<file path="config.mk">
export PLATFORM = sky130hd
export DESIGN_NAME = alu_seq
export DESIGN_NICKNAME = d
export VERILOG_FILES = /design/src/rtl/alu_pkg.sv /design/src/rtl/alu_muldiv.sv /design/src/rtl/alu_seq.sv
export SDC_FILE = /design/constraint.sdc
export NUM_CORES = 1
export LEC_CHECK = 0
export CAP_MARGIN = 30
export CORE_MARGIN = 2
export CORE_UTILIZATION = 35
export CTS_CLUSTER_SIZE = 25
export DETAILED_ROUTE_END_ITERATION = 12
export PLACE_DENSITY = 0.59
export RECOVER_POWER = 100
export SYNTH_ARGS = -nofsm -noshare
export SYNTH_HDL_FRONTEND = slang
export SYNTH_SLANG_ARGS = --single-unit
export TNS_END_PERCENT = 10
</file>
<file path="constraint.sdc">
create_clock -name clk -period 7.2 [get_ports clk]
set_input_delay 1.44 -clock clk [delete_from_list [all_inputs] [get_ports clk]]
set_output_delay 1.44 -clock clk [all_outputs]
set_load 0.02 [all_outputs]
</file>
<file path="src/rtl/alu_pkg.sv">
// Shared types for the sequential ALU: opcode and FSM state encodings,
// plus the decision of which requests take the iterative engine.
package alu_pkg;

    typedef enum logic [2:0] {
        OP_ADD = 3'b000,
        OP_SUB = 3'b001,
        OP_AND = 3'b010,
        OP_OR  = 3'b011,
        OP_XOR = 3'b100,
        OP_NOT = 3'b101,
        OP_MUL = 3'b110,
        OP_DIV = 3'b111
    } op_e;

    typedef enum logic {
        S_IDLE,
        S_RUN
    } state_e;

    // Divide by zero is answered immediately, so only a real divide iterates.
    function automatic logic is_multicycle(input op_e op, input logic n_nz);
        return (op == OP_MUL) || ((op == OP_DIV) && n_nz);
    endfunction

endpackage

</file>
<file path="src/rtl/alu_muldiv.sv">
// Iterative unsigned multiply (MSB-first shift-add) and restoring divide.
// hi/lo present the value the next iteration will write, so fin marks the edge to capture them.
module alu_muldiv #(
    parameter int WIDTH = 16
) (
    input  logic             clk,
    input  logic             rstn,
    input  logic             load,
    input  logic             op_div,
    input  logic [WIDTH-1:0] a,
    input  logic [WIDTH-1:0] b,
    output logic             busy,
    output logic             fin,
    output logic [WIDTH-1:0] hi,
    output logic [WIDTH-1:0] lo
);

    localparam int CW = $clog2(WIDTH + 1);

    logic [CW-1:0]      cnt;
    logic               div_q;
    logic [WIDTH-1:0]   mplier;
    logic [WIDTH-1:0]   operand_b;
    logic [WIDTH-1:0]   hi_q;
    logic [WIDTH-1:0]   lo_q;
    logic [WIDTH-1:0]   hi_nxt;
    logic [WIDTH-1:0]   lo_nxt;
    logic [WIDTH:0]     shifted;
    logic [WIDTH:0]     trial;
    logic [2*WIDTH-1:0] acc_nxt;

    // For MUL {hi_q,lo_q} is the 2*WIDTH accumulator; for DIV hi_q is the
    // partial remainder and lo_q shifts the dividend out as quotient bits enter.
    always_comb begin
        hi_nxt  = hi_q;
        lo_nxt  = lo_q;
        shifted = {hi_q, lo_q[WIDTH-1]};
        trial   = shifted - {1'b0, operand_b};
        acc_nxt = {hi_q, lo_q} << 1;
        if (mplier[WIDTH-1])
            acc_nxt = acc_nxt + {{WIDTH{1'b0}}, operand_b};
        if (div_q) begin
            hi_nxt = trial[WIDTH] ? shifted[WIDTH-1:0] : trial[WIDTH-1:0];
            lo_nxt = {lo_q[WIDTH-2:0], ~trial[WIDTH]};
        end else begin
            {hi_nxt, lo_nxt} = acc_nxt;
        end
    end

    assign busy = (cnt != '0);
    assign fin  = (cnt == CW'(1));
    assign hi   = hi_nxt;
    assign lo   = lo_nxt;

    always_ff @(posedge clk or negedge rstn) begin
        if (!rstn) begin
            cnt       <= '0;
            div_q     <= 1'b0;
            mplier    <= '0;
            operand_b <= '0;
            hi_q      <= '0;
            lo_q      <= '0;
        end else if (load) begin
            cnt       <= CW'(WIDTH);
            div_q     <= op_div;
            mplier    <= a;
            operand_b <= b;
            hi_q      <= '0;
            lo_q      <= op_div ? a : '0;
        end else if (busy) begin
            cnt    <= cnt - CW'(1);
            mplier <= mplier << 1;
            hi_q   <= hi_nxt;
            lo_q   <= lo_nxt;
        end
    end

endmodule

</file>
<file path="src/rtl/alu_seq.sv">
// Clocked ALU with start/busy/done handshake: logic ops and divide-by-zero
// finish in one cycle, MUL/DIV run WIDTH iterations in alu_muldiv.
module alu_seq
    import alu_pkg::*;
#(
    parameter int WIDTH = 16
) (
    input  logic             clk,
    input  logic             rstn,
    input  logic             start,
    input  logic [2:0]       OPC,
    input  logic [WIDTH-1:0] INm,
    input  logic [WIDTH-1:0] INn,
    input  logic             INc,
    output logic             busy,
    output logic             done,
    output logic [WIDTH-1:0] OUTf,
    output logic [WIDTH-1:0] OUTh,
    output logic             COUT,
    output logic             ZER,
    output logic             NEG,
    output logic             DVZ
);

    state_e           state;
    state_e           state_nxt;
    op_e              op;
    logic             run_div;
    logic             eng_load;
    logic             eng_busy;
    logic             eng_fin;
    logic [WIDTH-1:0] eng_hi;
    logic [WIDTH-1:0] eng_lo;
    logic             wr;
    logic [WIDTH-1:0] f_d;
    logic [WIDTH-1:0] h_d;
    logic             co_d;
    logic             z_d;
    logic             dz_d;
    logic [WIDTH:0]   add_r;
    logic [WIDTH:0]   sub_r;

    assign op = op_e'(OPC);

    alu_muldiv #(.WIDTH(WIDTH)) u_muldiv (
        .clk    (clk),
        .rstn   (rstn),
        .load   (eng_load),
        .op_div (op == OP_DIV),
        .a      (INm),
        .b      (INn),
        .busy   (eng_busy),
        .fin    (eng_fin),
        .hi     (eng_hi),
        .lo     (eng_lo)
    );

    always_comb begin
        state_nxt = state;
        eng_load  = 1'b0;
        wr        = 1'b0;
        f_d       = '0;
        h_d       = '0;
        co_d      = 1'b0;
        z_d       = 1'b0;
        dz_d      = 1'b0;
        add_r     = {1'b0, INm} + {1'b0, INn} + {{WIDTH{1'b0}}, INc};
        sub_r     = {1'b0, INm} - {1'b0, INn} - {{WIDTH{1'b0}}, INc};
        unique case (state)
            S_IDLE: begin
                if (start) begin
                    if (is_multicycle(op, |INn)) begin
                        eng_load  = 1'b1;
                        state_nxt = S_RUN;
                    end else begin
                        wr = 1'b1;
                        unique case (op)
                            OP_ADD: {co_d, f_d} = add_r;
                            OP_SUB: {co_d, f_d} = sub_r;
                            OP_AND: f_d = INm & INn;
                            OP_OR:  f_d = INm | INn;
                            OP_XOR: f_d = INm ^ INn;
                            OP_NOT: f_d = ~INm;
                            OP_DIV: begin
                                f_d  = '1;
                                h_d  = INm;
                                dz_d = 1'b1;
                            end
                            default: ;
                        endcase
                        z_d = (f_d == '0);
                    end
                end
            end
            S_RUN: begin
                if (eng_fin) begin
                    wr        = 1'b1;
                    state_nxt = S_IDLE;
                    f_d       = eng_lo;
                    h_d       = eng_hi;
                    z_d       = run_div ? (eng_lo == '0) : ({eng_hi, eng_lo} == '0);
                end
            end
            default: state_nxt = S_IDLE;
        endcase
    end

    // Results hold between completions; only done is a pulse.
    always_ff @(posedge clk or negedge rstn) begin
        if (!rstn) begin
            state   <= S_IDLE;
            run_div <= 1'b0;
            done    <= 1'b0;
            OUTf    <= '0;
            OUTh    <= '0;
            COUT    <= 1'b0;
            ZER     <= 1'b0;
            DVZ     <= 1'b0;
        end else begin
            state <= state_nxt;
            done  <= wr;
            if (eng_load)
                run_div <= (op == OP_DIV);
            if (wr) begin
                OUTf <= f_d;
                OUTh <= h_d;
                COUT <= co_d;
                ZER  <= z_d;
                DVZ  <= dz_d;
            end
        end
    end

    assign busy = eng_busy;
    assign NEG  = OUTf[WIDTH-1];

endmodule
</file>
=== Word-level counts from Yosys, hierarchy flattened ===
Index checks and enable logic that the tools add are counted.

* Input bits: 39
* Register bits after elaboration: 107

* Reduce and logical (&&, ||, !) cells: 9
* Equal/unequal tests: 8
* $add $sub $neg: 7
* Bitwise logic cells: 6
* Muxes and demuxes: 47

{| class="wikitable"
|+ Operator list
! operator !! number
|-
| 16-bit two-way mux || 19
|-
| 16-bit case mux with 7 select lines || 1
|-
| 16-bit case mux with 2 select lines || 2
|-
| 32-bit by 16-bit adder with 32-bit output || 1
|-
| 16-bit logical NOT || 2
|-
| 32-bit logical NOT || 1
|-
| 32-bit two-way mux || 1
|-
| 1-bit two-way mux || 18
|-
| 16-bit by 16-bit adder with 17-bit output || 1
|-
| 17-bit by 1-bit adder with 17-bit output || 1
|-
| 16-bit by 16-bit subtractor with 17-bit output || 1
|-
| 17-bit by 1-bit subtractor with 17-bit output || 1
|-
| 17-bit by 16-bit subtractor with 17-bit output || 1
|-
| 16-bit bitwise AND || 1
|-
| 16-bit NOT || 1
|-
| 16-bit OR || 1
|-
| 16-bit OR reduction || 1
|-
| 16-bit bitwise XOR || 1
|-
| 3-bit == test, second input constant || 4
|-
| 5-bit two-way mux || 2
|-
| 1-bit case mux with 2 select lines || 4
|-
| 3-bit by 2-bit == test with 1-bit output, second input constant || 2
|-
| 5-bit by 1-bit == test with 1-bit output, second input constant || 1
|-
| 5-bit nonzero test || 1
|-
| 7 further kinds || 8
|}

=== Logic depth before layout (Yosys ltp) ===
* Word-level depth: 10
* Depth in mapped cells: 17
* Gate-level depth less buffers: 14

=== By module ===
A second synthesis with hierarchy kept.

* Cell total of the unflattened synthesis: 1248
* Area total of the unflattened synthesis: 10177.3 µm²

{| class="wikitable"
|+ Modules (own cells, without submodules)
! module !! cells an instance !! area each (µm²) !! sequential area each (µm²) !! times used
|-
| alu_muldiv || 670 || 5620.4 || 1751.7 || 1
|-
| alu_seq || 578 || 4556.9 || 950.9 || 1
|}

=== Worst setup path before layout ===
No wires, ideal clock.

* Path kind: input port to flip-flop
* Start point: input port INn[0]
* End point: register ZER
* Data arrival time: 4.268 ns
* Cell stages on the path: 13
* Setup slack: 2.866 ns
* Library setup time: 0.066 ns
* Required time: 7.134 ns
* Cells stage by stage: inv_1 > fa_1 > ha_1 > o21ai_0 > a311oi_1 > a21oi_1 > o311ai_1 > mux2_2 > nor3_1 > nand3_1 > nor4_1 > a31oi_1 > nand2_1

* Longest elaborated chain between the ends: 10
* Elaborated cells on any way between the ends: 21
* Those cells by class: 4 x add/sub; 10 x mux; 3 x bitwise; 4 x reduce/logical

{| class="wikitable"
|+ Ends and longest elaborated chain
! what !! line !! text
|-
| from (decl) || alu_seq.sv:13 || <nowiki>input logic [WIDTH-1:0] INn,</nowiki>
|-
| 16-bit by 16-bit subtractor with 17-bit output or 16-bit by 16-bit adder with 17-bit output (tied branches) || alu_seq.sv:68, alu_seq.sv:67 ||
|-
| 17-bit by 1-bit subtractor with 17-bit output or 17-bit by 1-bit adder with 17-bit output (tied branches) || alu_seq.sv:68, alu_seq.sv:67 ||
|-
| 16-bit case mux with 7 select lines || alu_seq.sv:77 || <nowiki>unique case (op)</nowiki>
|-
| 16-bit two-way mux || alu_seq.sv:72 || <nowiki>if (is_multicycle(op, |INn)) begin</nowiki>
|-
| 16-bit two-way mux || alu_seq.sv:71 || <nowiki>if (start) begin</nowiki>
|-
| 16-bit two-way mux || alu_seq.sv:69 || <nowiki>unique case (state)</nowiki>
|-
| 16-bit logical NOT || alu_seq.sv:91 || <nowiki>z_d = (f_d == '0);</nowiki>
|-
| 1-bit two-way mux || alu_seq.sv:72 ||
|-
| 1-bit two-way mux || alu_seq.sv:71 ||
|-
| 1-bit case mux with 2 select lines || alu_seq.sv:69 ||
|-
| to (signal assigned) || alu_seq.sv:128 || <nowiki>ZER <= z_d;</nowiki>
|-
| to (decl) || alu_seq.sv:20 || <nowiki>output logic ZER,</nowiki>
|}

Parallel ways exist; a longest one is shown, timed or not. The select of a mux whose other input is x is not followed.
A chain may end at the register's enable or synchronous reset.

=== Final worst setup path ===
* Start point: register u_muldiv.cnt[2]
* End point: output port busy

* Longest elaborated chain between the ends: 1

{| class="wikitable"
|+ Ends and longest elaborated chain
! what !! line !! text
|-
| from (decl) || alu_muldiv.sv:20 || <nowiki>logic [CW-1:0] cnt;</nowiki>
|-
| from (signal assigned) || alu_muldiv.sv:64 || <nowiki>cnt <= CW'(WIDTH);</nowiki>
|-
| from (signal assigned) || alu_muldiv.sv:71 || <nowiki>cnt <= cnt - CW'(1);</nowiki>
|-
| 5-bit nonzero test || alu_muldiv.sv:50 || <nowiki>assign busy = (cnt != '0);</nowiki>
|-
| to (decl) || alu_seq.sv:15 || <nowiki>output logic busy,</nowiki>
|}

No other way between the ends.

==> metrics <==
clk_skew=0.01488 ns; Die ar.=0.03037 mm^2; fmax=0.1737 GHz; HP Class=reg2reg; H-tree depth=3; CTS hold repair buffers=0; DRT iter0 DRCs=885; Mapped Cells=1290; vias in the first global route=9339; VDD IR max=0.1478 mV; status=finished, violations left; fraction of layout instances using a drive strength above 1=0.04590; crit-path leading delay family=simple AND/OR/NAND/NOR gates; CP Launch Type=flip-flop; Die Wd=174.3 um; CP Max Fanout=48; PortBufs=76; r2r worst-path depth=14; DR vias/cell=5.729; synth top area cells=dfrtp_1 (26%), ha_1 (12%), nand2_1 (6.1%); max_cap viols=5; Critical Path Stages=5; GRT Total Usage=0.2295; Synth cell types=83; Ports=77; Max Slew Vio Count=221; Mapped Area=0.01015 mm^2; crit path time final=5.756 ns; PwrDens=425.8 mW/mm^2; share of the synthesized area in the top cell type=0.2638; commonest non-fill, non-tap cell in the layout=nand2_1; Ys Warns=0; FF-to-FF Start=u_muldiv.lo_q[15]$_DFFE_PN0P_; Synth area leader=dfrtp_1; dpl cell area=0.01125 mm^2; first-pass GRT wire length=54280 um; end point of the critical path=busy; GPL Wtd Cong=0.8925; setup_tns=0 ns; Clock Latency Late Sink=0.38 ns; Design Power=4.909 mW; Req. time, crit path=5.76 ns; crit-path max cell delay=2.13 ns; CP bufs+invs=3; Starting Density=0.3545; sequential area share after synthesis=0.2638; # DRC=0; clk sinks=107; main flop type after synthesis=dfrtp_1; synthesized net count=1431; ys async rst share=1.000; RSZ-0062 raised after global routing=no; DR vias=9813; Least-Margin Pin Slew=2.843 ns; Worst Setup End Kind=primary output; CTS tree=done; fin crit share=0.7995; clk root buf=clkbuf_16; # setup viols final=0; Worst-path clk slew=0.08 ns; Post-Layout Inst Area=0.01153 mm^2; Final ANT Viol Nets=0; GRT overflow=0; Final Hold Fails=0; wire per inst=20.39 um; CP max stage cell=and2_0; Num CTS Buffers=9; Relative slew margins=-0.8964; CP arrival=4.32 ns; Longest Clk Path Bufs=2; crit path from=u_muldiv.cnt[2]$_DFFE_PN0P_; Worst Path Class, Setup=reg2out; nets@finish=1465; initial antenna violation count=0; most frequent cells in the layout=nand2_1 (165), o21ai_0 (109), dfrtp_1 (107); DIE HEIGHT=174.3 um; Area Overhead vs Synth=13.61%; failing checks=max-capacitance violations, max-slew violations; EDFF count, synth=0; Placeable Area=0.02863 mm^2; largest net degree at the start of global routing=94; num rows=62; final WL=34920 um; leakage=5.226 nW; CTS resizes=0; ant diodes=0; postcts setup bufs=0; syn_area_per_cell=7.867 um^2; flops & latches, synth=107; FF-to-FF End=ZER$_DFFE_PN0P_; reg-to-reg slack, setup=2.83 ns; CP Cell Sequence=nor3_1 -> and2_0 -> inv_2 -> buf_4 -> clkdlybuf4s50_1; Pre-antenna DRT Iters=5; DP HPWL=26570 um
state kept, by name (all words and copies together), names as in the netlist, 5 cells and up:
signal and flops:
u_muldiv.operand_b 16, u_muldiv.hi_q 16, OUTf 16, OUTh 16, u_muldiv.mplier 16, u_muldiv.cnt 5
u_muldiv.lo_q 16
worst min path at each step:
| stage | from | endpoint | slack [ns] | cells past startpoint |
|---|---|---|---|---|
| finish | OUTh[10]$_DFFE_PN0P_ | OUTh[10]$_DFFE_PN0P_ | 0.51 | 2 |
| CTS | OUTh[10]$_DFFE_PN0P_ | OUTh[10]$_DFFE_PN0P_ | 0.52 | 2 |
| global placement | DVZ$_DFFE_PN0P_ | DVZ$_DFFE_PN0P_ | 0.47 | 1 |
| floorplan | u_muldiv.cnt[4]$_DFFE_PN0P_ | u_muldiv.cnt[4]$_DFFE_PN0P_ | 0.48 | 1 |
| global route | DVZ$_DFFE_PN0P_ | DVZ$_DFFE_PN0P_ | 0.52 | 1 |
| detailed placement | OUTh[10]$_DFFE_PN0P_ | OUTh[10]$_DFFE_PN0P_ | 0.50 | 2 |
metal layers:
metal | GRT usage | wire, um | up-vias
li1 | - | - | 4707
met1 | 0.3111 | 15670 | 4756
met2 | 0.3856 | 16630 | 308
met3 | 0.02384 | 1799 | 42
met4 | 0.06898 | 820 | 0
met5 | 0 | 0 | -
synth_stat cells (all sizes together), types with 6 or more instances:
| cell type | instances |
|---|---|
| a211oi | 11 |
| a21o | 15 |
| a21oi | 99 |
| a221o | 6 |
| a22oi | 25 |
| a31oi | 14 |
| and3 | 12 |
| buf | 22 |
| clkbuf | 46 |
| dfrtp | 107 |
| fa | 6 |
| ha | 96 |
| inv | 94 |
| mux2 | 6 |
| mux2i | 47 |
| nand2 | 165 |
| nand2b | 6 |
| nand3 | 56 |
| nand4 | 15 |
| nor2 | 90 |
| nor2b | 10 |
| nor3 | 27 |
| nor3b | 6 |
| nor4 | 8 |
| o2111ai | 6 |
| o211ai | 15 |
| o21a | 12 |
| o21ai | 112 |
| o221ai | 11 |
| or3 | 8 |
| xnor2 | 24 |
| xor2 | 26 |
logic make-up (layout without fill, tap and decap cells):
family                     after synthesis  count (layout)  share of synthesized area
and+or+nand+nor                        427             427                     0.1958
AOI/OAI and AO/OA                      388             388                     0.2489
buffers and inverters                  163             202                    0.06288
DFF                                    107             107                     0.2638
adders and majority gates              102             102                     0.1302
muxes                                   53              53                    0.05338
xor gates and xnor gates                50              50                    0.04500
metrics by stage:
step           utilization  std cells  hold WS [ns]  setup slack (ns)
6_report            0.4028       1713        0.5110             1.444
2_1_floorplan            -       1290        0.4818             2.866
4_1_cts             0.4036       1713        0.5205             1.921
5_1_grt             0.4028       1713        0.5235             1.006
3_5_place_dp        0.3930       1697        0.5009             1.542
3_3_place_gp        0.3928       1696        0.4698             1.672
power breakdown:
part / internal (mW) / switching (mW) / leakage (nW)
logic: 1.29 / 1.97 / 3.72
clock network: 0.248 / 0.266 / 0.148
registers: 0.861 / 0.275 / 1.36
cell type report:
cell class | instances | area, um^2
timing repair buffer | 91 | 865.8
tap | 384 | 480.5
clock buffer | 9 | 225.2
clock inverter | 7 | 78.83
multi-input combinational | 1020 | 6845
inverter | 95 | 356.6
sequential | 107 | 2678
fill | 2915 | 17100
tightest hold or removal path, cell delays in order (launching register included):
cell and delay [ns]:
dfrtp_1 0.34, a22oi_1 0.08, nand2_1 0.07
(Power assumes the default switching activity.)
